<file path="src/rtl/pixel_write_sink.sv">
// Pixel-write sink: FIFO-buffered, clipped pixel stream to a valid/ready framebuffer port.
// Optional build macro PIXEL_SINK_DEDUP_EN drops consecutive identical pixels within one operation.
module pixel_write_sink #(
  parameter int SCREEN_W   = 320,
  parameter int SCREEN_H   = 240,
  parameter int FIFO_DEPTH = 8,
  parameter int ADDR_W     = 17
) (
  input  logic              clock,
  input  logic              reset,
  input  logic [8:0]        inX,
  input  logic [7:0]        inY,
  input  logic [11:0]       inColor,
  input  logic              writeEn,
  input  logic              drawDone,
  output logic              full,
  output logic [ADDR_W-1:0] memAddr,
  output logic [11:0]       memData,
  output logic              memWe,
  input  logic              memReady,
  output logic              flushDone,
  output logic [15:0]       dropCount,
  output logic [15:0]       clipCount
);

  localparam int PTR_W = $clog2(FIFO_DEPTH);
  localparam int CNT_W = PTR_W + 1;

  typedef struct packed {
    logic [8:0]  x;
    logic [7:0]  y;
    logic [11:0] color;
  } pixel_t;

  typedef enum logic [1:0] {S_IDLE, S_WRITE, S_FLUSH, S_DONE} state_t;

  pixel_t             fifo_mem [FIFO_DEPTH];
  pixel_t             in_pix;
  pixel_t             head_pix;
  logic [PTR_W-1:0]   wr_ptr;
  logic [PTR_W-1:0]   rd_ptr;
  logic [CNT_W-1:0]   count;
  logic [CNT_W-1:0]   count_next;
  logic               on_screen;
  logic               is_dup;
  logic               push;
  logic               clip;
  logic               drop;
  logic               pop;
  logic               mem_we_next;
  state_t             state;

`ifdef PIXEL_SINK_DEDUP_EN
  pixel_t last_pix;
  logic   last_valid;
`endif

  // NOTE: every signal written here gets a value on every path, so no latch can be inferred.
  always_comb begin
    in_pix    = '{x: inX, y: inY, color: inColor};
    head_pix  = fifo_mem[rd_ptr];
    on_screen = (32'(inX) < SCREEN_W) && (32'(inY) < SCREEN_H);
`ifdef PIXEL_SINK_DEDUP_EN
    is_dup    = last_valid && (last_pix == in_pix);
`else
    is_dup    = 1'b0;
`endif
    clip        = writeEn && !on_screen;
    push        = writeEn && on_screen && !is_dup && !full;
    drop        = writeEn && on_screen && !is_dup && full;
    // The output stage refills when idle or when its current request is handshaken this cycle.
    pop         = (count != '0) && (!memWe || memReady);
    count_next  = count + CNT_W'(push) - CNT_W'(pop);
    mem_we_next = pop || (memWe && !memReady);
  end

  // NOTE: the pixel storage carries no reset; validity is tracked by the pointers and count alone.
  always_ff @(posedge clock) begin
    if (push) fifo_mem[wr_ptr] <= in_pix;
  end

  // NOTE: all state below uses non-blocking assignments so every register samples pre-edge values.
  always_ff @(posedge clock) begin
    if (reset) begin
      wr_ptr    <= '0;
      rd_ptr    <= '0;
      count     <= '0;
      full      <= 1'b0;
      memAddr   <= '0;
      memData   <= '0;
      memWe     <= 1'b0;
      flushDone <= 1'b0;
      dropCount <= '0;
      clipCount <= '0;
      state     <= S_IDLE;
    end else begin
      if (push) wr_ptr <= wr_ptr + 1'b1;
      if (pop)  rd_ptr <= rd_ptr + 1'b1;
      count <= count_next;
      full  <= (count_next == CNT_W'(FIFO_DEPTH));
      memWe <= mem_we_next;
      if (pop) begin
        memAddr <= ADDR_W'(32'(head_pix.y) * 32'(SCREEN_W) + 32'(head_pix.x));
        memData <= head_pix.color;
      end
      if (clip && clipCount != 16'hFFFF) clipCount <= clipCount + 1'b1;
      if (drop && dropCount != 16'hFFFF) dropCount <= dropCount + 1'b1;

      flushDone <= 1'b0;
      case (state)
        S_IDLE: begin
          if (drawDone)  state <= S_FLUSH;
          else if (push) state <= S_WRITE;
        end
        S_WRITE: begin
          if (drawDone) state <= S_FLUSH;
        end
        S_FLUSH: begin
          // Finish as soon as the edge leaves both the FIFO and the output stage empty.
          if (count_next == '0 && !mem_we_next) begin
            state     <= S_DONE;
            flushDone <= 1'b1;
          end
        end
        S_DONE: begin
          state <= push ? S_WRITE : S_IDLE;
        end
        default: state <= S_IDLE;
      endcase
    end
  end

`ifdef PIXEL_SINK_DEDUP_EN
  always_ff @(posedge clock) begin
    if (reset) begin
      last_valid <= 1'b0;
      last_pix   <= '0;
    end else if (push) begin
      last_valid <= 1'b1;
      last_pix   <= in_pix;
    end else if (flushDone) begin
      last_valid <= 1'b0;
    end
  end
`endif

endmodule
</file>
<file path="config.mk">
export PLATFORM = sky130hd
export DESIGN_NAME = pixel_write_sink
export DESIGN_NICKNAME = d
export VERILOG_FILES = /design/src/rtl/pixel_write_sink.sv
export SDC_FILE = /design/constraint.sdc
export NUM_CORES = 1
export LEC_CHECK = 0
export BUFFER_PORTS_ARGS = -buffer_cell sky130_fd_sc_hd__buf_2
export CAP_MARGIN = 20
export CELL_PAD_IN_SITES_DETAIL_PLACEMENT = 1
export CELL_PAD_IN_SITES_GLOBAL_PLACEMENT = 2
export CORE_MARGIN = 2
export CORE_UTILIZATION = 44
export CTS_CLUSTER_SIZE = 16
export DETAILED_ROUTE_END_ITERATION = 8
export GPL_TIMING_DRIVEN = 0
export PLACE_DENSITY = 0.9
export SYNTH_ARGS = -nofsm -noshare
export SYNTH_HDL_FRONTEND = slang
export SYNTH_SLANG_ARGS = --single-unit
</file>
<file path="constraint.sdc">
create_clock -name clock -period 5.3 [get_ports clock]
set_clock_uncertainty 0.05 [all_clocks]
set_input_delay 0.265 -clock clock [delete_from_list [all_inputs] [get_ports clock]]
set_output_delay 0.265 -clock clock [all_outputs]
set_load 0.01 [all_outputs]
</file>
==> key figures <==
Run status
  – Status: complete, no violations

Global routing
  – First-pass GRT wire length: 47.4 mm
  – Initial antenna violation count: 0
  – Busiest grt layer: met2
  – Total track usage: 20.8%
  – GRT met1 Usage: 26.2%
  – Grt met2 use: 36.4%
  – GRT Residual Overflow: 0
  – Largest net degree at the start of global routing: 25
  – GRT met3 Usage: 3.61%
  – Vias in the first global route: 8046

Placed design
  – Hpwl dp: 19.9 mm
  – Routability cong.: 0.729
  – Number of buffers inserted by port buffering: 96

Power and ir drop
  – PD cells: 516 nW/um^2
  – Leakage Power: 5.30 nW
  – VDD IR max: 0.346 mV

Worst hold path
  – Hold depth: 1
  – Min-delay src: inX[1]
  – Min-Delay Endpoint: fifo_mem[4][21]
  – Hold Crit Class: input pin to flip-flop

Cells and area
  – Layout cells sized above 1: 26.4%
  – Most frequent cells in the layout: edfxtp_1, buf_2, dfxtp_1, nor2_1, mux4_2
  – FF+latch area: 8550 um^2
  – # nets final: 1010
  – Area of the multi-input gates: 3800 um^2
  – Synthesis-to-layout area growth: 21.1%
  – Most common cell after layout, fill and taps aside: edfxtp_1
  – Fin util: 54.3%
  – Ant diodes: 0
  – Fillers: 2668

Timing
  – Tcrit/Tclk final: 90.4%
  – RSZ-0062 raised after global routing: no
  – Slew headroom: 38.3%
  – Setup violators final: 0
  – Fin crit period: 4790 ps
  – Fmax: 209 MHz
  – Slew Limit Fails: 0
  – Final Hold Fails: 0
  – Worst slew pin tran: 925 ps
  – Hold Worst Slack: 21.7 ps

Die
  – Core Region: 27900 um^2
  – DIE AREA: 29800 um^2
  – # IOs: 98
  – Die H: 173 um
  – Initial Utilization: 44.9%
  – FP Rows: 61
  – Die width: 173 um

Drt
  – Vias/cell: 5.43
  – Drt initial violations: 450
  – Router iterations before antenna repair: 4
  – ANT nets after route: 0
  – DRC: 0
  – Vias: 7314
  – Routed WL: 30.3 mm
  – WL/cell: 22.5 um

Critical path
  – Critical Path AT: 5170 ps
  – Worst Path Max Fanout: 10
  – Setup CP Type: flip-flop to flip-flop
  – R2R Path End: memAddr[14]
  – CP endpoint kind: flip-flop
  – R2R Setup Slk: 510 ps
  – CP cell instances: buf_2, buf_1, mux4_2, mux2i_1, inv_1, ha_1, ha_1, fa_1, a211oi_1, nor2_1, xor2_1, nand3_1, xnor2_1, a211oi_1
  – Worst r2r path cells: 14
  – CP Launch Type: flip-flop
  – Worst path required time: 5680 ps
  – CP peak stage delay: 700 ps
  – Slowest CP cell: buf_1

Synth
  – YS warnings: 0
  – Mapped Cells: 772
  – Post-synth EDFFs: 232
  – Library cells used by synthesis: 57
  – Top_reg_cell synth: edfxtp_1
  – FF+latch count, synth: 311
  – FFs w/ async S/R, synth: 0%
  – Mapped cell area: 12500 um^2
  – Synthesized area per cell: 16.2 um^2
  – Synthesized Nets: 838
  – Post-synthesis sequential area ratio: 68.2%

Clocking
  – Post-CTS sizing: 0
  – # clock sinks: 311
  – CTS tree: yes
  – Clock latency on the worst-skew pair: 530 ps
  – Post-CTS Setup Inserts: 0
  – Cts hold-fix bufs: 27
  – TritonCTS Buffers: 34
  – Clock-pin slew on the worst setup and hold paths: 60 ps
  – CTS max path bufs: 3
  – H-tree levels: 2
  – Root Driver: clkbuf_16

Job
  – Max-cap violations: 0
[kinds of logic (layout without fill, tap and decap cells)]
kind of cell,count (synthesis),count (layout),synth area share (%)
AOI/OAI and AO/OA,76,76,4.11
xor gates and xnor gates,42,42,2.94
adders and majority gates,32,32,3.38
buffers and inverters,49,246,1.91
DFF,311,311,68.2
muxes,89,89,13.1
and+or+nand+nor,173,173,6.36
[sequential cells by signal (all words and copies together), names as in the netlist, named ones only]
name       flops
count          4
memWe          1
rd_ptr         3
clipCount     16
memAddr       17
memData       12
fifo_mem     232
state          2
wr_ptr         3
dropCount     16
full           1
flushDone      1
[area by class of cell]
cell class | instances | area share (%)
buffer | 30 | 1.11
clock buffer | 43 | 6.37
clock inverter | 18 | 1.06
inverter | 19 | 0.470
multi-input combinational | 412 | 25.0
sequential | 311 | 56.4
tap | 378 | 3.12
timing repair buffer | 136 | 6.48
[metal layers]
| metal | wire, um | vias to the layer above |
|---|---|---|
| li1 | - | 3323 |
| met1 | 12700 | 3703 |
| met2 | 15400 | 227 |
| met3 | 1500 | 61 |
| met4 | 751 | 0 |
| met5 | 0 | - |
[power breakdown]
group | switching [mW] | internal (mW) | leakage [nW]
sequential | 0.115 | 2.83 | 2.74
clock | 0.960 | 1.39 | 0.563
combinational | 1.41 | 1.11 | 2.00
total | 2.49 | 5.33 | 5.30
[worst max-delay path: cells and delay by family, from the launching register on]
kind	cells	cell delay, ps
xor gates and xnor gates	2	430
muxes	2	810
adders and majority gates	3	980
AOI/OAI and AO/OA	2	550
buffers and inverters	3	1190
DFF	1	420
and+or+nand+nor	2	280
[worst max-delay path by stage]
| stage | end | startpoint | slack [ps] | depth (start not counted) |
|---|---|---|---|---|
| 6_report | memAddr[14] | flip-flop | 510 | 14 |
| 5_1_grt | memAddr[15] | flip-flop | 150 | 14 |
| 3_3_place_gp | fifo_mem[0][4] | inX[7] | -840 | 7 |
| 2_1_floorplan | memAddr[14] | flip-flop | 1440 | 14 |
| 4_1_cts | memAddr[14] | flip-flop | 470 | 14 |
| 3_5_place_dp | memAddr[14] | flip-flop | 590 | 14 |
[cell usage after synthesis (3+ instances only)]
library cell,instances,area share [%]
a211oi_1,28,1.7
a21oi_1,19,0.76
and3_1,5,0.25
buf_1,6,0.18
buf_2,7,0.28
buf_4,3,0.18
clkbuf_1,10,0.30
dfxtp_1,79,13
edfxtp_1,232,56
fa_1,3,0.48
ha_1,29,2.9
inv_1,17,0.51
mux2_2,8,0.72
mux2i_1,22,1.8
mux4_2,56,10
nand2_1,28,0.84
nand2b_1,3,0.15
nand3_1,14,0.56
nand4_1,11,0.55
nor2_1,79,2.4
nor2b_1,4,0.20
nor3_1,10,0.40
o21ai_0,8,0.32
o21ai_1,4,0.16
or3_1,8,0.40
xnor2_1,20,1.4
xor2_1,22,1.5
[through the flow]
stage	setup slack, ps	area, um^2	instances	TNS [ps]	power (mW)
after detailed placement	587	13800	1259	0	5.49
final	511	15200	1347	0	7.82
after CTS	470	15200	1347	0	7.90
after global placement	-835	13500	1246	-41170	5.38
after floorplan	1440	12500	772	0	4.75
after global routing	148	15200	1347	0	8.24
Power figures use the tool's default switching activity.
